### src/rtl/fetch_unit_if.sv
// Fetch-stage bus: instruction-memory request/response, decode handshake and branch redirect.
interface fetch_unit_if #(
    parameter int ADDR_W = 32
);
    logic              imem_req;
    logic [ADDR_W-1:0] imem_addr;
    logic              imem_valid;
    logic [31:0]       imem_rdata;
    logic [31:0]       instruction;
    logic [ADDR_W-1:0] pc_out;
    logic [ADDR_W-1:0] pc_plus8;
    logic              instr_valid;
    logic              dec_ready;
    logic              branch_taken;
    logic [ADDR_W-1:0] branch_target;

    modport master (
        output imem_req, imem_addr, instruction, pc_out, pc_plus8, instr_valid,
        input  imem_valid, imem_rdata, dec_ready, branch_taken, branch_target
    );

    modport slave (
        input  imem_req, imem_addr, instruction, pc_out, pc_plus8, instr_valid,
        output imem_valid, imem_rdata, dec_ready, branch_taken, branch_target
    );
endinterface

### src/rtl/fetch_unit.sv
// Instruction fetch stage: owns the PC, keeps one memory request in flight,
// buffers returned words in a small FIFO for decode and handles branch redirects.
//
// state  | meaning
// S_IDLE | no request outstanding; may issue when FIFO has space
// S_WAIT | one request outstanding; its response will be pushed
// S_DROP | one request outstanding but made stale by a redirect; discard it
module fetch_unit #(
    parameter int                ADDR_W   = 32,
    parameter int                DEPTH    = 2,
    parameter logic [ADDR_W-1:0] RESET_PC = '0
) (
    input  logic         clk,
    input  logic         rst,
    fetch_unit_if.master bus
);

    localparam int PTR_W = (DEPTH > 1) ? $clog2(DEPTH) : 1;
    localparam int CNT_W = $clog2(DEPTH) + 1;

    typedef enum logic [1:0] {
        S_IDLE = 2'd0,
        S_WAIT = 2'd1,
        S_DROP = 2'd2
    } state_e;

    state_e            state_q, state_d;
    logic [ADDR_W-1:0] fetch_pc_q, fetch_pc_d;
    logic [ADDR_W-1:0] req_addr_q, req_addr_d;
    logic [31:0]       mem_instr_q [DEPTH];
    logic [31:0]       mem_instr_d [DEPTH];
    logic [ADDR_W-1:0] mem_pc_q [DEPTH];
    logic [ADDR_W-1:0] mem_pc_d [DEPTH];
    logic [PTR_W-1:0]  wr_ptr_q, wr_ptr_d;
    logic [PTR_W-1:0]  rd_ptr_q, rd_ptr_d;
    logic [CNT_W-1:0]  count_q, count_d;
    logic [31:0]       last_instr_q, last_instr_d;
    logic [ADDR_W-1:0] last_pc_q, last_pc_d;

    logic              not_empty;
    logic              has_space;
    logic              issue;
    logic              push;
    logic              pop;
    logic [31:0]       head_instr;
    logic [ADDR_W-1:0] head_pc;

    always_comb begin
        not_empty = (count_q != '0);
        has_space = (count_q < CNT_W'(DEPTH));
        issue     = (state_q == S_IDLE) && has_space && !bus.branch_taken;
        push      = (state_q == S_WAIT) && bus.imem_valid && !bus.branch_taken;
        pop       = not_empty && bus.dec_ready && !bus.branch_taken;

        // Head outputs come only from flops; an empty FIFO shows the last head seen.
        head_instr = not_empty ? mem_instr_q[rd_ptr_q] : last_instr_q;
        head_pc    = not_empty ? mem_pc_q[rd_ptr_q]    : last_pc_q;
    end

    always_comb begin
        state_d      = state_q;
        fetch_pc_d   = fetch_pc_q;
        req_addr_d   = req_addr_q;
        mem_instr_d  = mem_instr_q;
        mem_pc_d     = mem_pc_q;
        wr_ptr_d     = wr_ptr_q;
        rd_ptr_d     = rd_ptr_q;
        count_d      = count_q + CNT_W'(push) - CNT_W'(pop);
        last_instr_d = head_instr;
        last_pc_d    = head_pc;

        case (state_q)
            S_IDLE: begin
                if (issue) begin
                    state_d    = S_WAIT;
                    req_addr_d = fetch_pc_q;
                    fetch_pc_d = fetch_pc_q + ADDR_W'(4);
                end
            end
            S_WAIT: begin
                if (bus.imem_valid) begin
                    state_d = S_IDLE;
                end else if (bus.branch_taken) begin
                    state_d = S_DROP;
                end
            end
            S_DROP: begin
                if (bus.imem_valid) begin
                    state_d = S_IDLE;
                end
            end
            default: state_d = S_IDLE;
        endcase

        if (push) begin
            mem_instr_d[wr_ptr_q] = bus.imem_rdata;
            mem_pc_d[wr_ptr_q]    = req_addr_q;
            wr_ptr_d              = wr_ptr_q + PTR_W'(1);
        end
        if (pop) begin
            rd_ptr_d = rd_ptr_q + PTR_W'(1);
        end

        // Redirect wins over everything: flush and restart at the word-aligned target.
        if (bus.branch_taken) begin
            fetch_pc_d = bus.branch_target & ~ADDR_W'(3);
            rd_ptr_d   = wr_ptr_q;
            count_d    = '0;
        end
    end

    always_ff @(posedge clk or negedge rst) begin
        if (!rst) begin
            state_q      <= S_IDLE;
            fetch_pc_q   <= RESET_PC;
            req_addr_q   <= '0;
            wr_ptr_q     <= '0;
            rd_ptr_q     <= '0;
            count_q      <= '0;
            last_instr_q <= '0;
            last_pc_q    <= '0;
            for (int i = 0; i < DEPTH; i++) begin
                mem_instr_q[i] <= '0;
                mem_pc_q[i]    <= '0;
            end
        end else begin
            state_q      <= state_d;
            fetch_pc_q   <= fetch_pc_d;
            req_addr_q   <= req_addr_d;
            wr_ptr_q     <= wr_ptr_d;
            rd_ptr_q     <= rd_ptr_d;
            count_q      <= count_d;
            last_instr_q <= last_instr_d;
            last_pc_q    <= last_pc_d;
            mem_instr_q  <= mem_instr_d;
            mem_pc_q     <= mem_pc_d;
        end
    end

    // The request strobe is combinational, so it is gated by reset to stay low while held.
    assign bus.imem_req    = issue && rst;
    assign bus.imem_addr   = fetch_pc_q;
    assign bus.instr_valid = not_empty;
    assign bus.instruction = head_instr;
    assign bus.pc_out      = head_pc;
    assign bus.pc_plus8    = head_pc + ADDR_W'(8);

endmodule
### src/flat_wrapper.sv
// flat-port wrapper written by rule: the top's interface ports become plain ports
module fetch_unit_flat 
#(
    parameter int                ADDR_W   = 32,
    parameter int                DEPTH    = 2,
    parameter logic [ADDR_W-1:0] RESET_PC = '0
)
  (clk, rst, bus_imem_req, bus_imem_addr, bus_instruction, bus_pc_out, bus_pc_plus8, bus_instr_valid, bus_imem_valid, bus_imem_rdata, bus_dec_ready, bus_branch_taken, bus_branch_target);
  fetch_unit_if #(.ADDR_W(ADDR_W)) bus_i ();
  input  logic clk;
  input  logic rst;
  output wire logic [$bits(bus_i.imem_req)-1:0] bus_imem_req;
  output wire logic [$bits(bus_i.imem_addr)-1:0] bus_imem_addr;
  output wire logic [$bits(bus_i.instruction)-1:0] bus_instruction;
  output wire logic [$bits(bus_i.pc_out)-1:0] bus_pc_out;
  output wire logic [$bits(bus_i.pc_plus8)-1:0] bus_pc_plus8;
  output wire logic [$bits(bus_i.instr_valid)-1:0] bus_instr_valid;
  input wire logic [$bits(bus_i.imem_valid)-1:0] bus_imem_valid;
  input wire logic [$bits(bus_i.imem_rdata)-1:0] bus_imem_rdata;
  input wire logic [$bits(bus_i.dec_ready)-1:0] bus_dec_ready;
  input wire logic [$bits(bus_i.branch_taken)-1:0] bus_branch_taken;
  input wire logic [$bits(bus_i.branch_target)-1:0] bus_branch_target;
  assign bus_imem_req = bus_i.imem_req;
  assign bus_imem_addr = bus_i.imem_addr;
  assign bus_instruction = bus_i.instruction;
  assign bus_pc_out = bus_i.pc_out;
  assign bus_pc_plus8 = bus_i.pc_plus8;
  assign bus_instr_valid = bus_i.instr_valid;
  assign bus_i.imem_valid = bus_imem_valid;
  assign bus_i.imem_rdata = bus_imem_rdata;
  assign bus_i.dec_ready = bus_dec_ready;
  assign bus_i.branch_taken = bus_branch_taken;
  assign bus_i.branch_target = bus_branch_target;
  fetch_unit #(.ADDR_W(ADDR_W), .DEPTH(DEPTH), .RESET_PC(RESET_PC)) u_core (.clk(clk), .rst(rst), .bus(bus_i));
endmodule
### config.mk
export PLATFORM = sky130hd
export DESIGN_NAME = fetch_unit_flat
export DESIGN_NICKNAME = d
export VERILOG_FILES = /design/src/rtl/fetch_unit_if.sv /design/src/rtl/fetch_unit.sv /design/src/flat_wrapper.sv
export SDC_FILE = /design/constraint.sdc
export NUM_CORES = 1
export LEC_CHECK = 0
export ABC_AREA = 1
export CORE_ASPECT_RATIO = 0.6
export CORE_MARGIN = 5
export CORE_UTILIZATION = 49
export CTS_CLUSTER_SIZE = 24
export DETAILED_ROUTE_END_ITERATION = 6
export GPL_TIMING_DRIVEN = 1
export PLACE_DENSITY = 0.77
export SYNTH_ARGS = -nofsm -noshare
export SYNTH_HDL_FRONTEND = slang
export SYNTH_SLANG_ARGS = --single-unit
### constraint.sdc
create_clock -name clk -period 1.95 [get_ports clk]
set_input_delay 0.195 -clock clk [delete_from_list [all_inputs] [get_ports clk]]
set_output_delay 0.195 -clock clk [all_outputs]
set_load 0.01 [all_outputs]
==> metrics.sh, run 1 <==
RUN_STATUS='complete, but fails checks'
FAILING_CHECKS='negative setup slack'
SWITCHING_PART_OF_THE_TOTAL_POWER_PCT=40.76
GRT_FIRST_PASS_WIRELENGTH_MM=64.20
LAYOUT.CELLS.MOST_COMMON='sky130_fd_sc_hd__nand2_1'
SYNTH_TOP_FAMILY_BY_AREA='simple AND/OR/NAND/NOR gates'
CRITICAL_PATH.N_BUFFERS_INVERTERS=5
IO_BUFFERS=194
SYNTH.DISTINCT_CELLS=33
MIN_DELAY_PATH_DEPTH=3
CHIPHEIGHT_UM=132.6
PATH_CLASS='reg -> out'
POST-ROUTE-CELL-AREA_MM2=0.01868
CLOCK_SKEW_NS=0.01568
DOMINANTREGCELLSYNTH='sky130_fd_sc_hd__dfrtp_1'
DRTPASS1ITERATIONS=5
SYNTH_SIMPLE_GATE_AREA_SHARE_PCT=26.67
CRITICAL_PATH_ARRIVAL_NS=2.59
ROOT_BUFFER='sky130_fd_sc_hd__clkbuf_16'
SYNTH-SEQ-AREA-SHARE_PCT=51.76
FINAL-MAX-SLEW-VIOLATION-COUNT=0
GROUTE.USAGE.OVERALL_PCT=27.31
DRC=0
ADDER_AND_MAJORITY_GATE_PORTION_OF_THE_SYNTHESIZED_AREA_PCT=0.4075
FINAL.PERIOD_UTILIZATION_PCT=142.8
FP.COREAREA_MM2=0.02444
ENDPOINT_KIND='output pin'
RSZ0062_AT_GRT='yes'
POWER.SWITCHING_mW=11.36
FINAL.MIN_CLOCK_PERIOD_NS=2.785
CRITICAL_PATH.CELL_CHAIN='buf_12 -> clkinv_8 -> buf_4 -> nand2_1 -> nand3_1 -> nand2_4 -> nor2_4 -> nand2_2 -> nor2_1 -> buf_4 -> nand3_1 -> nand2_1 -> nand2_1 -> buf_6'
CPPEAKSTAGEDELAY_NS=0.45
PLACED_INSTANCES=2157
TRITONCTS.NUM_BUFFERS=23
CELL_INT_POWER_mW=16.51
DRV_CAP=0
WORSTREGTOREGCELLS=12
POSTROUTEANTENNANETS=0
POST_LAYOUT_NONFILLER_INSTANCES=2306
GRT_START_MAX_NET_PINS=151
NETLIST_INSTANCES=1587
SYNTHARSTFLOPSHARE_PCT=100.0
POWER_FRAC_CLOCK_PCT=16.7
CRITICAL_PATH_DEPTH=14
AREA_GROWTH_PCT=52.13
CRITICAL_PATH.MOST_COMMON_CELL='sky130_fd_sc_hd__nand2_1'
LEAKAGEPOWER_nW=8.956
CLK_PIN_SLEW_NS=0.07
ANTENNA_CELLS=0
YOSYSWARNINGS=0
CTS_MAX_LEVEL=1
TRITONCTS='done'
TIMING_HOLD_VIOLATIONS_FINAL=0
TOTALWIRELENGTH_MM=44.43
FRACTION_OF_THE_MAPPED_NETLIST_AREA_IN_COMPOUND_GATES_PCT=11.45
CTS-ROOT-TO-SINK-BUFFERS=3
DPL_WORST_SLACK_NS=-0.7434
FINAL_CELL_MIX='sky130_fd_sc_hd__nand2_1, sky130_fd_sc_hd__dfrtp_1, sky130_fd_sc_hd__o21ai_0'
PLACE_HPWL_MM=26.83
WORST-SLEW-PIN-TRANSITION_NS=0.8141
NUMBER_OF_ANTENNA_VIOLATIONS_AT_THE_FIRST_CHECK_IN_GLOBAL_ROUTING=0
IR_WORST_VDD_V=0.0007177
PWR_PER_CELL_AREA_mW_PER_MM2=1491
SYNTH_XOR_AREA_SHARE_PCT=1.783
FIRST_GLOBAL_VIAS=11910
MIN-DELAY-PATH-CLASS='in -> reg'
CP_SLOWEST_CELL='sky130_fd_sc_hd__dfrtp_2'
POWER.SHARE.SEQUENTIAL_PCT=31.6
CRIT_FAMILY='simple AND/OR/NAND/NOR gates'
SYNTHESIZED_AREA_MM2=0.01228
POSTSYNTHREGISTERBITS=254
MEAN_CELL_AREA_OF_THE_MAPPED_NETLIST_UM2=7.738
FRACTION_OF_THE_CORE_AREA_COVERED_BY_CELLS_AT_THE_END_OF_THE_FLOW_PCT=76.43
DRT_VIA_DENSITY=5.534
DIE_X_UM=214.4
PLACED_AREA_MM2=0.01537
CRITICAL_PATH.STARTPOINT_TYPE='flip-flop'
WORST-PATH-MAX-FANOUT=6
DETAILROUTE.VIA_COUNT=12760
YOSYS-MUX-AREA-FRACTION_PCT=0
WL_PER_CELL_UM=19.27
GRT_REMAINING_OVERFLOW=0
INITIAL_CORE_UTILIZATION_PCT=50.24
MAXCLOCKFREQUENCY_GHz=0.3591
TIMING.FINAL.SETUP_VIOLATIONS=99
IO_PINS=199
CP_DATA_REQUIRED_TIME_NS=1.75
SLEW_HEADROOM_PCT=45.73
DETAIL_ROUTE.ITER0.VIOLATIONS=1585
FINAL.SETUP.WORST_SLACK_NS=-0.8347
DIE_OUTLINE_AREA_MM2=0.02843
DRIVE_ABOVE_1_SHARE_PCT=34.17
CLOCK_SINKS=254
WORST_SKEW_PAIR.LATE_LATENCY_NS=0.51
GLOBAL_PLACER_S_FINAL_WEIGHTED_CONGESTION=0.9484
POWER.COMBINATIONAL.FRACTION_PCT=51.7
LAYOUT.NETS=2041
ROWS=44
SYNTH_ENABLE_FLOP_CELLS=0
[worst min-delay path, delay by kind of cell]
kind,cells,cell delay (ns)
and+or+nand+nor,1,0.06
AOI/OAI and AO/OA,1,0.07
buffers and inverters,1,0.40
[final timing paths]
path	slack, ns	endpoint	from
max in group asynchronous	0.85	u_core.rd_ptr_q$_DFFE_PN0P_	rst
hold / removal	0.26	u_core.bus.imem_addr[3]$_DFFE_PN0P_	bus_branch_target[3]
setup reg to reg	-0.01	u_core.last_pc_q[2]$_DFF_PN0_	u_core.count_q[1]$_DFF_PN0_
setup / recovery	-0.83	bus_pc_plus8[23]	u_core.rd_ptr_q$_DFFE_PN0P_
min in group asynchronous	0.42	u_core.mem_instr_q[49]$_DFFE_PN0P_	rst
hold reg to reg	0.49	u_core.mem_instr_q[36]$_DFFE_PN0P_	u_core.mem_instr_q[36]$_DFFE_PN0P_
[logic make-up after synthesis]
logic type / Yosys count
fa+ha+maj: 4
compound gates: 270
buf+inv: 228
simple gates: 805
xor+xnor: 25
flops: 254
other cells: 1
[through the flow]
step	TNS [ns]	power, mW	hold slack [ns]
detailed placement	-31.03	19.23	0.3141
CTS	-36.10	24.88	0.2503
global route	-48.60	29.34	0.2710
finish	-41.84	27.86	0.2555
global placement	-29.37	18.96	0.3175
floorplan	0	13.58	-0.1006
[synthesized netlist by cell type (5+ instances only)]
cell,number,area (um2)
sky130_fd_sc_hd__buf_6,5,56.30
sky130_fd_sc_hd__nand4_1,19,118.9
sky130_fd_sc_hd__nand3_1,60,300.3
sky130_fd_sc_hd__o211ai_1,14,105.1
sky130_fd_sc_hd__nor2_2,11,68.82
sky130_fd_sc_hd__clkbuf_1,27,101.4
sky130_fd_sc_hd__inv_2,6,22.52
sky130_fd_sc_hd__nor2_1,135,506.7
sky130_fd_sc_hd__nand2_2,18,112.6
sky130_fd_sc_hd__dfrtp_1,254,6356
sky130_fd_sc_hd__nand2_1,541,2031
sky130_fd_sc_hd__o21ai_0,162,810.8
sky130_fd_sc_hd__a21oi_1,83,415.4
sky130_fd_sc_hd__buf_4,8,60.06
sky130_fd_sc_hd__buf_2,33,165.2
sky130_fd_sc_hd__nor3_1,13,65.06
sky130_fd_sc_hd__xor2_1,21,183.9
sky130_fd_sc_hd__inv_1,145,544.3
[power groups by stage]
stage	Sequential, mW	Clock (mW)	Combinational [mW]
3_5_place_dp	8.58	0	10.6
4_1_cts	8.55	4.67	11.7
6_report	8.82	4.66	14.4
5_1_grt	9.02	4.94	15.4
2_1_floorplan	8.35	0	5.22
3_3_place_gp	8.51	0	10.4
[flip-flops by register name, indices dropped and copies added (netlist names)]
name                  flops
u_core.wr_ptr_q           1
u_core.bus.imem_addr     30
u_core.state_q            2
u_core.count_q            2
u_core.rd_ptr_q           1
u_core.mem_pc_q          60
u_core.last_instr_q      32
u_core.last_pc_q         32
u_core.req_addr_q        30
u_core.mem_instr_q       64
[final cells by class]
class                   instances  area [um2]
fillers                      1611        5761
inverters                     153       614.3
clock inverters                 5       75.07
clock buffers                  36       684.4
repair inverters                6       71.32
well taps                     322       402.9
multi-input cells            1107        6369
flip-flops and latches        254        6357
repair buffers                423        4109
[timing repair]
item                                    4_1_cts  5_1_grt
hold buffers                                  1        0
endpoints found under the setup margin       99      117
setup buffers                                35       60
gates resized for setup                     518      396
endpoints found under the hold margin       254        0
gates cloned                                  6       10
pin swaps                                    82       89
[routing by layer]
layer,wire length (um),track usage (%)
met1,19590,41.94
met2,20130,41.26
met3,3658,4.932
met4,1053,4.684
met5,0,0
No activity file was read; power rests on OpenSTA's default activity.
==> inputs of run 2 (changes only) <==
CTS_CLUSTER_DIAMETER = 30   (was unset)
REMOVE_ABC_BUFFERS = 1   (was unset)
==> run 2 against run 1 <==
Compared with the run above: flip-flop and latch count unchanged; design area about the same; the run still ends with negative setup slack left; via count up 0.82%; register-to-register slack worse by 0.15 ns; clock power up 58%; sequential share of layout area about the same; non-clock buffer count down 31; fmax down 0.25%; sequential power up 2%; largest cell class is now flip-flops and latches.
==> metrics.sh, run 2 (synthesis gave the netlist of run 1 again) <==
DRT_VIA_DENSITY=5.606
CTS_MAX_LEVEL=2
GRT_FIRST_PASS_WIRELENGTH_MM=62.41
MULTIINPUTGATEAREA_MM2=0.006212
FINAL.MIN_CLOCK_PERIOD_NS=2.792
RUN_STATUS='complete, but fails checks'
POST_LAYOUT_NONFILLER_INSTANCES=2295
GROUTE.USAGE.OVERALL_PCT=26.61
IR_WORST_VDD_V=0.0007542
PLACED_INSTANCES=2138
CRITICAL_PATH_ARRIVAL_NS=2.60
DETAILROUTE.WIRELENGTH.MET3_MM=4.412
POSTROUTEANTENNANETS=0
LAYOUT.NETS=2018
CP_DATA_REQUIRED_TIME_NS=1.75
DIE_OUTLINE_AREA_MM2=0.02843
SEQUENTIAL_CELL_AREA_MM2=0.006357
CLOCK_SINKS=254
CHIPHEIGHT_UM=132.6
LAYOUT.CELLS.MOST_COMMON='sky130_fd_sc_hd__nand2_1'
MAXCLOCKFREQUENCY_GHz=0.3582
CRIT-REG2REG-CAPTURE='u_core.count_q[1]$_DFF_PN0_'
DIE_X_UM=214.4
PLACE_HPWL_MM=26.36
CTS-ROOT-TO-SINK-BUFFERS=3
FINAL.SETUP.WORST_SLACK_NS=-0.8418
MIN-DELAY-START='bus_branch_target[3]'
FIN_HOLD_WS_NS=0.2406
WORST_R2R_STARTPOINT='u_core.count_q[1]$_DFF_PN0_'
DETAIL_ROUTE.ITER0.VIOLATIONS=1570
FP.COREAREA_MM2=0.02444
TOTALWIRELENGTH_MM=45.19
LARGEST_REGISTERS='u_core.mem_instr_q (64), u_core.mem_pc_q (60)'
CPPEAKSTAGEDELAY_NS=0.47
WL_PER_CELL_UM=19.69
TOP_SIGNAL_LAYER_USED='met5'
RSZ0062_AT_GRT='yes'
WORSTREGTOREGCELLS=13
DESIGN_POWER_TOTAL_mW=29.81
FINAL-MAX-SLEW-VIOLATION-COUNT=0
PATH_CLASS='reg -> out'
ROWS=44
MIN_DELAY_WORST_ENDPOINT='u_core.bus.imem_addr[3]$_DFFE_PN0P_'
WORST_SKEW_PAIR.LATE_LATENCY_NS=0.53
FINAL.PERIOD_UTILIZATION_PCT=143.2
CLOCK_SKEW_NS=0.01636
WORST-PATH-MAX-FANOUT=6
ROOT_BUFFER='sky130_fd_sc_hd__clkbuf_16'
REGISTERS.TOP_BY_FF_COUNT='u_core.mem_instr_q'
FAILING_CHECKS='negative setup slack'
MIN_DELAY_PATH_DEPTH=3
NUMBER_OF_ANTENNA_VIOLATIONS_AT_THE_FIRST_CHECK_IN_GLOBAL_ROUTING=1
PWR_PER_CELL_AREA_mW_PER_MM2=1594
CRITICAL_PATH.MOST_COMMON_CELL='sky130_fd_sc_hd__nand2_1'
AREA_GROWTH_PCT=52.28
TIMING.CRITICAL_PATH.FROM='u_core.rd_ptr_q$_DFFE_PN0P_'
TRITONCTS='done'
MET2_WIRELENGTH_MM=20.00
INITIAL_CORE_UTILIZATION_PCT=50.24
GRT_START_MAX_NET_PINS=169
DRTPASS1ITERATIONS=5
FIRST_GLOBAL_VIAS=11620
ENDPOINT_KIND='output pin'
CP_SLOWEST_CELL='sky130_fd_sc_hd__dfrtp_2'
GLOBAL_PLACER_S_FINAL_WEIGHTED_CONGESTION=0.9561
IO_PINS=199
REG2REG_SETUP_SLACK_NS=-0.16
CRITICAL_PATH.CELL_CHAIN='clkinv_4 -> buf_6 -> nand2_2 -> nand2_1 -> nand2_1 -> nand2_2 -> nand2_4 -> nor2_4 -> nand2_2 -> buf_6 -> nor2_4 -> nand2_1 -> nand2_1 -> nand2_1 -> buf_2'
DRV_CAP=0
MIN-DELAY-PATH-CLASS='in -> reg'
IO_BUFFERS=194
CLK_PIN_SLEW_NS=0.06
DRIVE_ABOVE_1_SHARE_PCT=33.30
NFILLCELLS=1606
WORST-SLEW-PIN-TRANSITION_NS=0.9041
LEAKAGEPOWER_nW=9.019
NUMBER_OF_FLIP_FLOPS_IN_THE_LARGEST_REGISTER=64
TIMING_HOLD_VIOLATIONS_FINAL=0
ANTENNA_CELLS=0
CRITICAL_PATH.STARTPOINT_TYPE='flip-flop'
TIMING.FINAL.SETUP_VIOLATIONS=99
SLEW_HEADROOM_PCT=39.73
MET1_LENGTH_MM=19.45
TRITONCTS.NUM_BUFFERS=37
DPL_WORST_SLACK_NS=-0.6277
DRC=0
FINAL_CELL_MIX='sky130_fd_sc_hd__nand2_1, sky130_fd_sc_hd__dfrtp_1, sky130_fd_sc_hd__o21ai_0'
DETAILROUTE.VIA_COUNT=12870
GRT_REMAINING_OVERFLOW=0
==> run 2: worst max-delay path by stage <==
stage | to | slack (ns) | depth (start not counted)
finish | bus_pc_plus8[31] | -0.84 | 15
global route | bus_pc_plus8[31] | -0.89 | 15
CTS | bus_pc_plus8[15] | -0.69 | 13
detailed placement | bus_pc_plus8[23] | -0.63 | 14
global placement | bus_pc_plus8[23] | -0.59 | 13
floorplan | bus_pc_plus8[19] | -1.43 | 8
==> run 2: stage by stage <==
step	util, %	instance area, um2	setup TNS [ns]
floorplan	-	11890	-142.76
global placement	62.26	15220	-17.59
detailed placement	62.26	15220	-19.54
CTS	69.73	17040	-39.27
global route	76.50	18700	-41.08
finish	76.50	18700	-35.98
==> run 2: worst max-delay path, delay by kind of cell, from the launching register on <==
family | cells | cell delay (ns)
and+or+nand+nor | 11 | 1.04
DFF | 1 | 0.47
buffers and inverters | 4 | 0.55
==> run 2: final cells by class <==
class                   count  share of cell area [%]
flip-flops and latches    254                   34.00
well taps                 322                   2.154
inverters                 153                   3.218
multi-input cells        1106                   33.22
clock inverters            22                   1.860
repair inverters            1                 0.06022
clock buffers              45                   5.440
repair buffers            392                   20.05
==> run 2: what timing repair did <==
item,4_1_cts,5_1_grt
hold buffers,1,0
setup buffers,14,73
gates cloned,2,8
resized for setup,315,496
pin swaps,34,120
endpoints found under the setup margin,100,107
hold endpoints to repair,254,0
==> run 2: routing by layer <==
metal | global-route usage [%] | vias up
met4 | 6.257 | 2
met1 | 41.00 | 6184
li1 | - | 5752
met5 | 0 | -
met3 | 6.575 | 147
met2 | 37.90 | 781
==> run 2: where the power goes <==
group	switching (mW)	total [mW]	internal [mW]
logic	7.62	13.5	5.86
registers	1.54	8.97	7.44
clock network	2.65	7.36	4.72
total	11.8	29.8	18.0
==> inputs of run 3 (changes only) <==
CORE_MARGIN = 3   (was 5)
==> run 3 against run 2 <==
Compared with the run above: the run still ends with negative setup slack left; clock skew increased by 0.0037 ns; routed wire length decreased by 8.2%; sequential power decreased by 2.3%; power decreased by 5.9%; critical path depth decreased by 3; global-route usage increased by 1.6 points; sequential share of layout area increased by 1.0 points; hold slack got worse by 0.13 ns; worst setup slack improved by 0.071 ns; die area decreased by 4.8%; first-iteration DRC count decreased by 8.9%; fmax increased by 2.6%; critical path type unchanged; highest routed layer is now met4.
==> metrics.sh, run 3 (synthesis gave the netlist of run 1 again) <==
DRC=0
DRT_VIA_DENSITY=5.433
CLK_PIN_SLEW_NS=0.06
WORST-PATH-MAX-FANOUT=8
CLOCK_SKEW_NS=0.02010
CTS-ROOT-TO-SINK-BUFFERS=3
FAILING_CHECKS='negative setup slack'
DRTPASS1ITERATIONS=6
DRV_CAP=0
WL_PER_CELL_UM=18.32
DETAILROUTE.VIA_COUNT=12290
FINAL.SETUP.WORST_SLACK_NS=-0.7712
ANTENNA_CELLS=0
DIE_X_UM=210.4
DIE_OUTLINE_AREA_MM2=0.02706
FIN_SETUP_TNS_NS=-41.07
CHIPHEIGHT_UM=128.6
DRIVE_ABOVE_1_SHARE_PCT=28.80
CP_SLOWEST_CELL='sky130_fd_sc_hd__dfrtp_1'
RSZ0062_AT_GRT='yes'
FINAL.MIN_CLOCK_PERIOD_NS=2.721
INITIAL_CORE_UTILIZATION_PCT=50.35
ROWS=44
CP_DATA_REQUIRED_TIME_NS=1.75
NUMBER_OF_FLIP_FLOPS_IN_THE_LARGEST_REGISTER=64
SLEW_HEADROOM_PCT=33.96
FINAL_CELL_MIX='sky130_fd_sc_hd__nand2_1, sky130_fd_sc_hd__dfrtp_1, sky130_fd_sc_hd__o21ai_0'
POSTROUTEANTENNANETS=0
FP.COREAREA_MM2=0.02439
DETAIL_ROUTE.ITER0.VIOLATIONS=1431
CTS_MAX_LEVEL=2
GRT_START_MAX_NET_PINS=158
LARGEST_REGISTERS='u_core.mem_instr_q (64), u_core.mem_pc_q (60)'
WORST_R2R_STARTPOINT='u_core.count_q[1]$_DFF_PN0_'
RUN_STATUS='complete, but fails checks'
GROUTE.USAGE.OVERALL_PCT=28.26
MAXCLOCKFREQUENCY_GHz=0.3675
ROOT_BUFFER='sky130_fd_sc_hd__clkbuf_16'
PATH_CLASS='reg -> out'
NUMBER_OF_ANTENNA_VIOLATIONS_AT_THE_FIRST_CHECK_IN_GLOBAL_ROUTING=0
IO_BUFFERS=194
PWR_PER_CELL_AREA_mW_PER_MM2=1544
LAYOUT.CELLS.MOST_COMMON='sky130_fd_sc_hd__nand2_1'
MIN-DELAY-PATH-CLASS='in -> async'
CLOCK_SINKS=254
TOTALWIRELENGTH_MM=41.46
PLACED_AREA_MM2=0.01521
FIRST_GLOBAL_VIAS=11510
LAYOUT.NETS=1989
REG2REG_SETUP_SLACK_NS=-0.15
CRIT-REG2REG-CAPTURE='u_core.count_q[1]$_DFF_PN0_'
NFILLCELLS=1697
GRT_FIRST_PASS_WIRELENGTH_MM=60.95
GLOBAL_PLACER_S_FINAL_WEIGHTED_CONGESTION=0.9425
CRITICAL_PATH_ARRIVAL_NS=2.53
WORST-SLEW-PIN-TRANSITION_NS=0.9906
TIMING_HOLD_VIOLATIONS_FINAL=0
CPPEAKSTAGEDELAY_NS=0.41
WORSTREGTOREGCELLS=12
FINAL-MAX-SLEW-VIOLATION-COUNT=0
FINAL.PERIOD_UTILIZATION_PCT=139.5
POST-ROUTE-CELL-AREA_MM2=0.01817
TIMING.FINAL.SETUP_VIOLATIONS=99
REGISTERS.TOP_BY_FF_COUNT='u_core.mem_instr_q'
IO_PINS=199
TRITONCTS.NUM_BUFFERS=34
ENDPOINT_KIND='output pin'
PLACE_HPWL_MM=25.78
GRT_REMAINING_OVERFLOW=0
TRITONCTS='done'
CRITICAL_PATH.CELL_CHAIN='inv_4 -> nand2_8 -> inv_6 -> nand2_1 -> nand2_4 -> nand2_4 -> nor2_4 -> nand2_2 -> nor2_4 -> buf_6 -> xor2_1 -> buf_2'
IR_WORST_VDD_V=0.0007378
LEAKAGEPOWER_nW=8.769
DPL_WORST_SLACK_NS=-0.7550
CRITICAL_PATH.STARTPOINT_TYPE='flip-flop'
WORST_SKEW_PAIR.LATE_LATENCY_NS=0.52
AREA_GROWTH_PCT=47.98
[run 3: final cells by class]
type                       count  area, um2  share of cell area (%)
timing repair inverter         3      28.78                  0.1584
sequential                   254       6361                   35.00
tap                          322      402.9                   2.217
multi-input combinational   1107       6060                   33.34
clock inverter                22      266.5                   1.467
clock buffer                  39      900.9                   4.957
inverter                     153      611.8                   3.367
timing repair buffer         363       3541                   19.49
[run 3: repair_timing]
action | 4_1_cts | 5_1_grt
hold endpoints to repair | 18 | 0
endpoints found under the setup margin | 100 | 118
pin swaps | 45 | 79
setup buffers | 28 | 32
cloned | 4 | 4
gates resized for setup | 350 | 316
hold buffers | 1 | 0
[run 3: stage by stage]
| step | utilization [%] | power (mW) | cells | hold WS [ns] |
|---|---|---|---|---|
| 2_1_floorplan | - | 13.27 | 1513 | -0.1006 |
| 3_3_place_gp | 62.35 | 18.72 | 2143 | 0.03450 |
| 3_5_place_dp | 62.35 | 18.97 | 2143 | 0.03542 |
| 4_1_cts | 70.50 | 26.37 | 2236 | 0.08860 |
| 5_1_grt | 74.51 | 29.56 | 2263 | 0.1199 |
| 6_report | 74.51 | 28.05 | 2263 | 0.1083 |
[run 3: worst max-delay path, delay by kind of cell, from the launching register on]
kind / cells / cell delay (ns)
AND/OR/NAND/NOR: 7 / 0.86
buffers and inverters: 4 / 0.56
flip-flops: 1 / 0.41
XOR/XNOR: 1 / 0.14
[run 3: metal layers]
layer,up-vias,track usage (%),wire [um]
met5,-,0,0
met4,0,6.609,1144
met3,102,5.897,3936
met2,636,40.92,17980
met1,5860,43.75,18400
li1,5696,-,-
[run 3: worst max-delay path by stage]
stage / start / to / cells past startpoint
6_report: u_core.count_q[1]$_DFF_PN0_ / bus_pc_plus8[15] / 12
4_1_cts: u_core.count_q[1]$_DFF_PN0_ / bus_pc_plus8[27] / 13
3_5_place_dp: u_core.count_q[1]$_DFF_PN0_ / bus_pc_plus8[27] / 12
5_1_grt: u_core.count_q[1]$_DFF_PN0_ / bus_pc_plus8[24] / 13
3_3_place_gp: u_core.count_q[1]$_DFF_PN0_ / bus_pc_plus8[27] / 12
2_1_floorplan: u_core.rd_ptr_q$_DFFE_PN0P_ / bus_pc_plus8[19] / 8
[run 3: power breakdown]
group	switching [mW]	internal [mW]
clock	2.55	3.83
combinational	7.25	5.68
sequential	1.33	7.43
